[config.mk]
export PLATFORM = sky130hd
export DESIGN_NAME = fp_add_flat
export DESIGN_NICKNAME = d
export VERILOG_FILES = /design/src/rtl/fp_add_pkg.sv /design/src/rtl/fp_add_if.sv /design/src/rtl/fp_add_lzc.sv /design/src/rtl/fp_add.sv /design/src/flat_wrapper.sv
export SDC_FILE = /design/constraint.sdc
export NUM_CORES = 2
export LEC_CHECK = 0
export BUFFER_PORTS_ARGS = -buffer_cell sky130_fd_sc_hd__clkbuf_2
export CORE_MARGIN = 3
export CORE_UTILIZATION = 45
export CTS_CLUSTER_DIAMETER = 50
export CTS_CLUSTER_SIZE = 16
export DETAILED_ROUTE_END_ITERATION = 7
export SYNTH_ARGS = -nofsm -noshare
export SYNTH_HDL_FRONTEND = slang
export SYNTH_SLANG_ARGS = --single-unit
export TNS_END_PERCENT = 100
[constraint.sdc]
create_clock -name clk -period 1.1 [get_ports clk]
set_input_delay 0.165 -clock clk [delete_from_list [all_inputs] [get_ports clk]]
set_output_delay 0.165 -clock clk [all_outputs]
set_load 0.005 [all_outputs]
[src/rtl/fp_add_pkg.sv]
// ============================================================================
// fp_add_pkg : shared encodings, format constants and helpers for fp_add
// Rev 1.0    : initial release
// ============================================================================
`default_nettype none

package fp_add_pkg;

    localparam logic [2:0] RM_RNE = 3'b000;
    localparam logic [2:0] RM_RZ  = 3'b001;
    localparam logic [2:0] RM_RU  = 3'b010;
    localparam logic [2:0] RM_RD  = 3'b011;

    localparam logic [2:0] OP_ADD = 3'b000;
    localparam logic [2:0] OP_SUB = 3'b001;

    localparam int FLAG_W  = 5;
    localparam int FLAG_NV = 4;
    localparam int FLAG_DZ = 3;
    localparam int FLAG_OF = 2;
    localparam int FLAG_UF = 1;
    localparam int FLAG_NX = 0;

    localparam int SP_BIAS     = 127;
    localparam int DP_BIAS     = 1023;
    localparam int SP_TRAP_ADJ = 192;
    localparam int DP_TRAP_ADJ = 1536;

    localparam logic [31:0] SP_QNAN = 32'h7FC0_0000;
    localparam logic [63:0] DP_QNAN = 64'h7FF8_0000_0000_0000;

    // Unbiased exponents span roughly -1090..+1030 plus trap offsets
    typedef logic signed [13:0] exp_t;

    typedef struct packed {
        logic        sign;
        exp_t        exp;
        logic [52:0] mant;
        logic        inf;
        logic        nan;
        logic        snan;
        logic        sub;
    } operand_t;

    // Single fractions are left-aligned into the 52-bit field so both formats share one datapath
    function automatic operand_t fp_unpack(input logic [63:0] x, input logic single);
        operand_t    o;
        logic [10:0] e;
        logic [51:0] f;
        logic        e_max;
        exp_t        bias;
        if (single) begin
            e     = {3'b000, x[62:55]};
            f     = {x[54:32], 29'd0};
            e_max = &x[62:55];
            bias  = exp_t'(SP_BIAS);
        end else begin
            e     = x[62:52];
            f     = x[51:0];
            e_max = &x[62:52];
            bias  = exp_t'(DP_BIAS);
        end
        o.sign = x[63];
        o.inf  = e_max && (f == '0);
        o.nan  = e_max && (f != '0);
        o.snan = o.nan && !f[51];
        o.sub  = (e == 11'd0) && (f != '0);
        o.mant = {(e != 11'd0), f};
        o.exp  = exp_t'({3'b000, ((e == 11'd0) ? 11'd1 : e)}) - bias;
        return o;
    endfunction

    function automatic logic [63:0] fp_pack(input logic sign, input exp_t field,
                                            input logic [52:0] mant, input logic single);
        if (single)
            return {sign, field[7:0], mant[22:0], 32'd0};
        return {sign, field[10:0], mant[51:0]};
    endfunction

    // Right shift that folds every discarded bit into bit 0
    function automatic logic [63:0] shr_jam(input logic [63:0] v, input exp_t sh);
        if (sh > exp_t'(63))
            return {63'd0, |v};
        return (v >> sh[5:0]) | {63'd0, |(v & ((64'd1 << sh[5:0]) - 64'd1))};
    endfunction

endpackage

`default_nettype wire

[src/rtl/fp_add_if.sv]
// ============================================================================
// fp_add_if : operand / result bundle for fp_add
// Rev 1.0   : initial release
// ============================================================================
`default_nettype none

interface fp_add_if;
    import fp_add_pkg::*;

    logic [63:0]       op1;
    logic [63:0]       op2;
    logic [2:0]        rm;
    logic [2:0]        op_type;
    logic              P;
    logic              OvEn;
    logic              UnEn;
    logic [63:0]       result;
    logic [FLAG_W-1:0] Flags;
    logic              Denorm;

    modport master (
        output op1, op2, rm, op_type, P, OvEn, UnEn,
        input  result, Flags, Denorm
    );

    modport slave (
        input  op1, op2, rm, op_type, P, OvEn, UnEn,
        output result, Flags, Denorm
    );
endinterface

`default_nettype wire

[src/rtl/fp_add_lzc.sv]
// ============================================================================
// fp_add_lzc : 64-bit leading-zero counter (returns 64 for an all-zero input)
// Rev 1.0    : initial release
// ============================================================================
`default_nettype none

module fp_add_lzc (
    input  logic [63:0] value,
    output logic [6:0]  count
);
    always_comb begin
        count = 7'd64;
        for (int i = 0; i < 64; i++) begin
            if (value[i])
                count = 7'(63 - i);
        end
    end
endmodule

`default_nettype wire

[src/rtl/fp_add.sv]
// ============================================================================
// fp_add : one-cycle binary32/binary64 adder/subtractor with IEEE flags.
//          Define FP_ADD_DENORM_EN for gradual underflow; otherwise flush-to-zero.
// Rev 1.0 : initial release
// ============================================================================
`default_nettype none

module fp_add
    import fp_add_pkg::*;
(
    input  logic    clk,
    input  logic    reset,
    fp_add_if.slave bus
);

`ifdef FP_ADD_DENORM_EN
    localparam bit DENORM_EN = 1'b1;
`else
    localparam bit DENORM_EN = 1'b0;
`endif

    logic        w_single, w_as, w_bs, w_xs, w_swap, w_eff_sub, w_inf_inf, w_to_max;
    logic [2:0]  w_rm;
    operand_t    w_a_raw, w_b_raw;
    exp_t        w_bias, w_emin, w_adj, w_ae, w_be, w_xe, w_ye;
    exp_t        w_exp_n, w_exp_pre, w_exp_f, w_field;
    logic [52:0] w_am, w_bm, w_xm, w_ym, w_mant, w_mant_f;
    logic [53:0] w_mant_r;
    logic [63:0] w_mx, w_my, w_sum, w_norm, w_pre, w_rin, w_res;
    logic [6:0]  w_lz;
    logic        w_tiny, w_rbit, w_sticky, w_inexact, w_inc, w_carry, w_top, w_ovf;
    logic [FLAG_W-1:0] w_flags;

    logic [63:0]       r_result;
    logic [FLAG_W-1:0] r_flags;
    logic              r_denorm;

    assign w_single = bus.P;
    assign w_rm     = bus.rm[2] ? RM_RNE : bus.rm;
    assign w_bias   = w_single ? exp_t'(SP_BIAS) : exp_t'(DP_BIAS);
    assign w_emin   = exp_t'(1) - w_bias;
    assign w_adj    = w_single ? exp_t'(SP_TRAP_ADJ) : exp_t'(DP_TRAP_ADJ);

    assign w_a_raw = fp_unpack(bus.op1, w_single);
    assign w_b_raw = fp_unpack(bus.op2, w_single);
    assign w_as    = w_a_raw.sign;
    assign w_bs    = w_b_raw.sign ^ (bus.op_type == OP_SUB);
    assign w_am    = (!DENORM_EN && w_a_raw.sub) ? '0 : w_a_raw.mant;
    assign w_bm    = (!DENORM_EN && w_b_raw.sub) ? '0 : w_b_raw.mant;
    assign w_ae    = w_a_raw.exp;
    assign w_be    = w_b_raw.exp;

    // x is always the larger magnitude, so a subtraction never goes negative
    assign w_swap    = (w_be > w_ae) || ((w_be == w_ae) && (w_bm > w_am));
    assign w_xs      = w_swap ? w_bs : w_as;
    assign w_xe      = w_swap ? w_be : w_ae;
    assign w_ye      = w_swap ? w_ae : w_be;
    assign w_xm      = w_swap ? w_bm : w_am;
    assign w_ym      = w_swap ? w_am : w_bm;
    assign w_eff_sub = w_as ^ w_bs;

    // Bit 62 holds the hidden bit, bit 63 the carry, ten guard bits below with jammed sticky
    assign w_mx  = {1'b0, w_xm, 10'd0};
    assign w_my  = shr_jam({1'b0, w_ym, 10'd0}, w_xe - w_ye);
    assign w_sum = w_eff_sub ? (w_mx - w_my) : (w_mx + w_my);

    fp_add_lzc u_lzc (
        .value (w_sum),
        .count (w_lz)
    );

    // After the shift bit 63 carries weight 2^w_exp_n
    assign w_norm  = w_sum << w_lz[5:0];
    assign w_exp_n = w_xe + exp_t'(1) - exp_t'({7'd0, w_lz});
    assign w_tiny  = w_exp_n < w_emin;

    always_comb begin
        w_pre     = w_norm;
        w_exp_pre = w_exp_n;
        if (DENORM_EN && w_tiny && !bus.UnEn) begin
            w_pre     = shr_jam(w_norm, w_emin - w_exp_n);
            w_exp_pre = w_emin;
        end
    end

    // Single precision rounds 29 bits higher; slide it down so one rounder serves both
    assign w_rin     = w_single ? ({29'd0, w_pre[63:29]} | {63'd0, |w_pre[28:0]}) : w_pre;
    assign w_mant    = w_rin[63:11];
    assign w_rbit    = w_rin[10];
    assign w_sticky  = |w_rin[9:0];
    assign w_inexact = w_rbit | w_sticky;

    always_comb begin
        case (w_rm)
            RM_RZ:   w_inc = 1'b0;
            RM_RU:   w_inc = !w_xs && w_inexact;
            RM_RD:   w_inc = w_xs && w_inexact;
            default: w_inc = w_rbit && (w_sticky || w_mant[0]);
        endcase
    end

    assign w_mant_r = {1'b0, w_mant} + {53'd0, w_inc};
    assign w_carry  = w_single ? w_mant_r[24] : w_mant_r[53];
    assign w_mant_f = w_carry ? w_mant_r[53:1] : w_mant_r[52:0];
    assign w_exp_f  = w_exp_pre + exp_t'({13'd0, w_carry});
    assign w_top    = w_single ? w_mant_f[23] : w_mant_f[52];
    assign w_field  = w_top ? (w_exp_f + w_bias) : exp_t'(0);
    assign w_ovf    = w_top && (w_exp_f > w_bias);

    assign w_inf_inf = w_a_raw.inf && w_b_raw.inf && w_eff_sub;
    assign w_to_max  = (w_rm == RM_RZ) || ((w_rm == RM_RU) && w_xs) || ((w_rm == RM_RD) && !w_xs);

    always_comb begin
        w_res            = fp_pack(w_xs, w_field, w_mant_f, w_single);
        w_flags          = '0;
        w_flags[FLAG_DZ] = 1'b0;
        if (w_a_raw.nan || w_b_raw.nan || w_inf_inf) begin
            w_res            = w_single ? {SP_QNAN, 32'd0} : DP_QNAN;
            w_flags[FLAG_NV] = w_a_raw.snan || w_b_raw.snan || w_inf_inf;
        end else if (w_a_raw.inf || w_b_raw.inf) begin
            w_res = fp_pack(w_a_raw.inf ? w_as : w_bs, w_bias + w_bias + exp_t'(1), '0, w_single);
        end else if (w_sum == '0) begin
            w_res = fp_pack(w_eff_sub ? (w_rm == RM_RD) : w_xs, exp_t'(0), '0, w_single);
        end else if (!DENORM_EN && w_tiny && !bus.UnEn) begin
            w_res            = fp_pack(w_xs, exp_t'(0), '0, w_single);
            w_flags[FLAG_UF] = 1'b1;
            w_flags[FLAG_NX] = 1'b1;
        end else if (w_ovf) begin
            w_flags[FLAG_OF] = 1'b1;
            w_flags[FLAG_NX] = 1'b1;
            if (bus.OvEn)
                w_res = fp_pack(w_xs, w_field - w_adj, w_mant_f, w_single);
            else if (w_to_max)
                w_res = fp_pack(w_xs, w_bias + w_bias, '1, w_single);
            else
                w_res = fp_pack(w_xs, w_bias + w_bias + exp_t'(1), '0, w_single);
        end else begin
            w_flags[FLAG_NX] = w_inexact;
            w_flags[FLAG_UF] = w_tiny && (bus.UnEn || w_inexact);
            if (w_tiny && bus.UnEn)
                w_res = fp_pack(w_xs, w_field + w_adj, w_mant_f, w_single);
        end
    end

    always_ff @(posedge clk or negedge reset) begin
        if (!reset) begin
            r_result <= '0;
            r_flags  <= '0;
            r_denorm <= 1'b0;
        end else begin
            r_result <= w_res;
            r_flags  <= w_flags;
            r_denorm <= w_a_raw.sub || w_b_raw.sub;
        end
    end

    assign bus.result = r_result;
    assign bus.Flags  = r_flags;
    assign bus.Denorm = r_denorm;

endmodule

`default_nettype wire

[src/flat_wrapper.sv]
// flat-port wrapper written by rule: the top's interface ports become plain ports
module fp_add_flat import fp_add_pkg::*;
  (clk, reset, bus_op1, bus_op2, bus_rm, bus_op_type, bus_P, bus_OvEn, bus_UnEn, bus_result, bus_Flags, bus_Denorm);
  fp_add_if bus_i ();
  input  logic clk;
  input  logic reset;
  input wire logic [$bits(bus_i.op1)-1:0] bus_op1;
  input wire logic [$bits(bus_i.op2)-1:0] bus_op2;
  input wire logic [$bits(bus_i.rm)-1:0] bus_rm;
  input wire logic [$bits(bus_i.op_type)-1:0] bus_op_type;
  input wire logic [$bits(bus_i.P)-1:0] bus_P;
  input wire logic [$bits(bus_i.OvEn)-1:0] bus_OvEn;
  input wire logic [$bits(bus_i.UnEn)-1:0] bus_UnEn;
  output wire logic [$bits(bus_i.result)-1:0] bus_result;
  output wire logic [$bits(bus_i.Flags)-1:0] bus_Flags;
  output wire logic [$bits(bus_i.Denorm)-1:0] bus_Denorm;
  assign bus_i.op1 = bus_op1;
  assign bus_i.op2 = bus_op2;
  assign bus_i.rm = bus_rm;
  assign bus_i.op_type = bus_op_type;
  assign bus_i.P = bus_P;
  assign bus_i.OvEn = bus_OvEn;
  assign bus_i.UnEn = bus_UnEn;
  assign bus_result = bus_i.result;
  assign bus_Flags = bus_i.Flags;
  assign bus_Denorm = bus_i.Denorm;
  fp_add u_core (.clk(clk), .reset(reset), .bus(bus_i));
endmodule
==> results.txt, run 1 <==
- Initial Utilization: 0.455
* Status: stopped before the end
- Number of buffers on the longest clock path: 2
- Synthesis instantiated roughly 140 different standard cells from the library.
* Number of instances in the synthesized netlist: 5587
- Xor/xnor share of the synthesized area: 0.0352
- Adder and majority gate portion of the synthesized area: 0.0775
- Largest net degree at the start of global routing: 83
- After synthesis the cells add up to about 37000 um2.
* Sequential fraction of the synthesis area: 0.0471
* Largest family of logic cells by synthesized area: compound AO/OA/AOI/OAI gates
- Share of flip-flops with an asynchronous set or reset after synthesis: 1.00
- The tool reported: "[ERROR GRT-0232] Routing congestion too high. Check the congestion heatmap in the GUI".
* Average cell area after synthesis: 6.57 um2
- Detailed placement ended at an HPWL of 199000 um.
* Number of synthesized flops with an enable pin: 0
- Worst-path end type: sequential cell input
* Number of I/O port buffers: 207
- I/O pin count: 209
- Number of warnings printed during yosys synthesis: 0
- Aggregate global routing overflow: 161
* Total number of placement rows: around 100
* Post-synth net total: 5951
* Last flow stage reached: global routing (5_1_grt)
- Commonest register cell after synthesis: dfrtp_1
* Simple-gate share of the synthesized area: 0.293
- Clock net sink count: between 60 and 70
* Flip-flop and latch count after synthesis: 69
- CTS HTree Levels: 3
- Chip Width: 292 um
* Critical endpoint after global-route timing repair: u_core.bus.result[62]$_DFF_PN0_/D
* Clock root cell: clkbuf_16
- In the global route stage, overall resource usage came out at 0.722.
- Before CTS, the worst setup slack after placement is -18360 ps.
- Weighted congestion reported at the end of routability-driven placement: 1.28
- Portion of netlist area occupied by mux cells: 0.0857
* Chip Height: 292 um
* Area fraction in compound gates after synthesis: 0.381
* Clock buffers created by TritonCTS: 9
## kinds of logic after synthesis
| family | after synthesis |
|---|---|
| and+or+nand+nor | 2202 |
| AOI/OAI and AO/OA | 2020 |
| buffers and inverters | 650 |
| muxes | 277 |
| adders and majority gates | 225 |
| xor gates and xnor gates | 143 |
| DFF | 69 |
| other | 1 |
## per-stage QoR
stage / setup TNS (ps) / hold WS [ps] / std cells / area (um2) / util
floorplan: -1144570 / -131 / 5587 / 37800 / -
global placement: -1178160 / 164 / 8870 / 56500 / 0.701
detailed placement: -1202320 / 176 / 8870 / 56500 / 0.701
CTS: -1047410 / 251 / 9014 / 60400 / 0.749
## synth_stat cells (82+ instances only)
| library cell | count | area [um2] |
|---|---|---|
| buf_2 | 99 | 495 |
| nor3_1 | 144 | 721 |
| ha_1 | 221 | 2770 |
| inv_1 | 219 | 822 |
| o22ai_1 | 86 | 538 |
| mux2_2 | 82 | 923 |
| mux2i_1 | 170 | 1700 |
| a21oi_1 | 460 | 2300 |
| nand2_1 | 662 | 2480 |
| clkbuf_1 | 219 | 822 |
| nand3_1 | 202 | 1010 |
| a211oi_1 | 90 | 676 |
| o211ai_1 | 93 | 698 |
| o21ai_0 | 358 | 1790 |
| nor2_1 | 572 | 2150 |
| xnor2_1 | 96 | 841 |
## per-layer routing
layer / global-route usage / GRT overflow
met1: 0.726 / 5
met2: 0.905 / 86
met3: 0.557 / 3
met4: 0.707 / 66
met5: 0.191 / 1
## timing repair
| item | in CTS |
|---|---|
| endpoints found under the hold margin | 69 |
| hold buffers | 1 |
| setup endpoints to repair | 69 |
| pin swaps | 162 |
| gates resized for setup | 517 |
| cloned | 9 |
| setup buffers | 123 |
==> inputs of run 2 (changes only) <==
--- a/config.mk
+++ b/config.mk
@@ -7,10 +7,9 @@
 export LEC_CHECK = 0
 export BUFFER_PORTS_ARGS = -buffer_cell sky130_fd_sc_hd__clkbuf_2
 export CORE_MARGIN = 3
-export CORE_UTILIZATION = 45
-export CTS_CLUSTER_DIAMETER = 50
-export CTS_CLUSTER_SIZE = 16
+export CORE_UTILIZATION = 30
 export DETAILED_ROUTE_END_ITERATION = 7
+export PLACE_DENSITY_LB_ADDON = 0.15
 export SYNTH_ARGS = -nofsm -noshare
 export SYNTH_HDL_FRONTEND = slang
 export SYNTH_SLANG_ARGS = --single-unit
==> run 2 against run 1 <==
  * Synthesized area unchanged
  * Synthesized cell count unchanged
  * The flow now finishes, with violations (setup timing)
==> results.txt, run 2 <==
- Once detail routing completed, the nets flagged for antenna violations numbered 0.
- The proportion of synthesized area in mux cells came to 0.0857 (unchanged).
- After synthesis, the most frequently instantiated cells are 662 x nand2_1, 572 x nor2_1, 460 x a21oi_1.
- For the pin with the worst max-slew slack, the measured transition is 926 ps.
- The number of global-route vias before repair is 55800.
* Sequential fraction of the synthesis area: 0.0471 (unchanged)
- Clock root cell: clkbuf_16
* Weighted congestion reported at the end of routability-driven placement: 1.05 (-18%)
- The number of pins with negative max-slew slack in the final report was 0.
- The vertical die dimension came to 356 um (+22%).
- The region available for standard cell placement spans approximately 120000 um2.
* Largest area contributor in the netlist: ha_1
- Synth unique cells: 142 (unchanged)
- Status: finished with violations
* Cell repeated most along the worst path: buf_4
- In this run the tightest slew margin relative to its limit is 0.367.
- Among all stages on the critical path, the largest delay is contributed by a222oi_1.
- Clock-pin slew on the worst setup and hold paths: 60 ps
- Placed instance count: 9567 (+7.9%)
* Post-layout util: 0.533
- The first global-routing pass estimated around 370000 um of wire.
- In the final layout, the share of cells above drive strength 1 is 0.474.
- The fraction of the mapped netlist area in adder cells is 0.0775 (unchanged).
- The post-detailed-placement cell area came to 58500 um2 (+3.5%).
* Maximum operating frequency: 56.7 MHz
- Path class of the lowest-slack min-delay path: input port to asynchronous set/reset pin
- Min Tclk post-route: ~18000 ps
- The net count of the finished layout is 8557.
- Along the worst path, the maximum fanout reaches 11.
- Largest family of logic cells by synthesized area: compound AO/OA/AOI/OAI gates
* Cells taking the most area after synthesis: ha_1 7.5%, nand2_1 6.8%, a21oi_1 6.3%
* DR iter-0 viols: 5492
- Once routing completed, OpenROAD measured the worst setup slack at -16550 ps.
- After detailed routing, the number of vias per cell comes to 5.86.
* Part of the cycle the worst path needs: 16.0
- The total number of yosys warnings was 0 (unchanged).
- The largest single stage delay on the critical path is roughly 480 ps.
- The finished layout holds just under 10000 standard cells, fillers aside.
- STA classifies the critical path startpoint as an input port.
- The number of port buffers was 207 (unchanged).
- Placed wire-length estimate after detailed placement: 216000 um (+8.2%)
- Number of synthesized flops with an enable pin: 0 (unchanged)
- Post-synth net total: 5951 (unchanged)
- Summing over every cut layer, the via total after detailed routing is 57500.
* DRC violation count after routing: 0
- Area fraction in compound gates after synthesis: 0.381 (unchanged)
* Tightest hold margin: 224 ps
- I/O pin count: 209 (unchanged)
- The worst setup path is captured at a flop.
- Number of antenna violations at the first check in global routing: 2
- Count of final setup violators: between 70 and 80
- Across every metal layer, demand over resource in global routing totals 0.388.
- TritonCTS clock tree: yes
- Relative to the synthesized area, the layout overhead comes to 75.2%.
* Number of instances in the synthesized netlist: 5587 (unchanged)
* First-pass detailed-route iteration total: 6
- Multi-input gate area in the final layout: 35700 um2
- MaxCap Viol Count: 0
- Average cell area after synthesis: 6.57 um2 (unchanged)
- Xor/xnor share of the synthesized area: 0.0352 (unchanged)
- With fillers left out, the area of the finished cells amounts to approximately 64000 um2.
* Clock net sink count: 69 (unchanged)
* Number of endpoints with negative hold slack in the final report: 0
- Crit path DAT: 17880 ps
- Sequential standard cell area: between 1500 and 2000 um2
- Most common cell after layout, fill and taps aside: buf_4
* Portion of synthesized cell area occupied by the leading cell type: 0.0754 (unchanged)
- The worst setup path is of the input port to flop kind.
- The most common cell in the synthesized netlist is nand2_1.
* Fillers: 12000
* Chip Width: 356 um (+22%)
* Number of buffers on the longest clock path: 2 (unchanged)
* Drt wl/cell: 26.3 um
* Top library cells by usage in the layout, fill and taps aside: 2646 x buf_4, 627 x nand2_1, 528 x nor2_1
- CTS HTree Levels: 3 (unchanged)
- The floorplan step defined a die boundary enclosing 127000 um2.
- Aggregate global routing overflow: 0
- Largest net degree at the start of global routing: 127
- The synthesized-area fraction occupied by and/or/nand/nor cells is 0.293 (unchanged).
- The post-synthesis register bit count was 69 (unchanged).
- Clock buffers created by TritonCTS: 9 (unchanged)
- Violated checks: setup timing
- Number of flip-flops in the largest register: 64
- The post-synth design cell area came to 36700 um2 (unchanged).
* Commonest register cell after synthesis: dfrtp_1
- Setup repair after global routing could not meet its margin everywhere.
- The final layout contains routed wiring with a total length of around 260000 um.
- Initial Utilization: 0.304 (-0.151)
- The async set or reset register ratio after synthesis is 1.00 (unchanged).
* WP data required: around 1300 ps
* Total number of placement rows: 127 (+22%)
## run 2: path summary, 6_finish.rpt
check | startpoint | end | slack [ps] | cells after the start
hold / removal | reset | u_core.bus.result[13] | 220 | 2
max in group asynchronous | reset | u_core.bus.Flags[4] | 410 | 3
min in group clk | bus_UnEn | u_core.bus.Flags[1] | 290 | 5
setup / recovery | bus_op1[49] | u_core.bus.result[35] | -16550 | 113
## run 2: stage by stage
| step | setup slack (ps) | setup TNS [ps] |
|---|---|---|
| 5_1_grt | -17130 | -1129930 |
| 2_1_floorplan | -17820 | -1144570 |
| 4_1_cts | -16120 | -1054310 |
| 3_5_place_dp | -18390 | -1196220 |
| 6_report | -16550 | -1088150 |
| 3_3_place_gp | -18440 | -1197580 |
## run 2: area by class of cell
type                            count  share of cell area
Tap cell                         1612              0.0314
Inverter                          228              0.0137
Multi-Input combinational cell   4869               0.556
Clock inverter                      5            0.000564
Clock buffer                       10             0.00372
Sequential cell                    69              0.0269
Timing Repair Buffer             3016               0.368
Antenna cell                        2           0.0000779
## run 2: cells by family after synthesis
family                   Yosys count
buffers and inverters            650
AND/OR/NAND/NOR                 2202
other                              1
multiplexers                     277
XOR/XNOR                         143
AO/OA/AOI/OAI                   2020
adder cells (fa/ha/maj)          225
flip-flops                        69
## run 2: repair_timing
| action | in CTS | in global routing |
|---|---|---|
| gates resized for setup | 508 | 265 |
| cloned | 6 | 7 |
| buffers inserted | 158 | 58 |
| pin swaps | 171 | 136 |
| endpoints found under the setup margin | 71 | 71 |
| endpoints found under the hold margin | 69 | 0 |
| hold buffers | 1 | 0 |
## run 2: worst max-delay path, delay by kind of cell
kind,cells,cell delay [ps]
AND/OR/NAND/NOR,21,3480
buffers and inverters,47,6230
AO/OA/AOI/OAI,38,6290
XOR/XNOR,2,430
adder cells (fa/ha/maj),5,1240
## run 2: metal layers
metal / wire length (um) / vias to the layer above / track usage
li1: - / 26400 / -
met1: 105000 / 27500 / 0.492
met2: 114000 / 2832 / 0.621
met3: 18800 / 678 / 0.0501
met4: 20200 / 2 / 0.242
met5: 35 / - / 0
Power of run 2 is left out: the tool's default activity adds up to more than one toggle a clock period on the data nets, which glitch-free logic cannot reach.
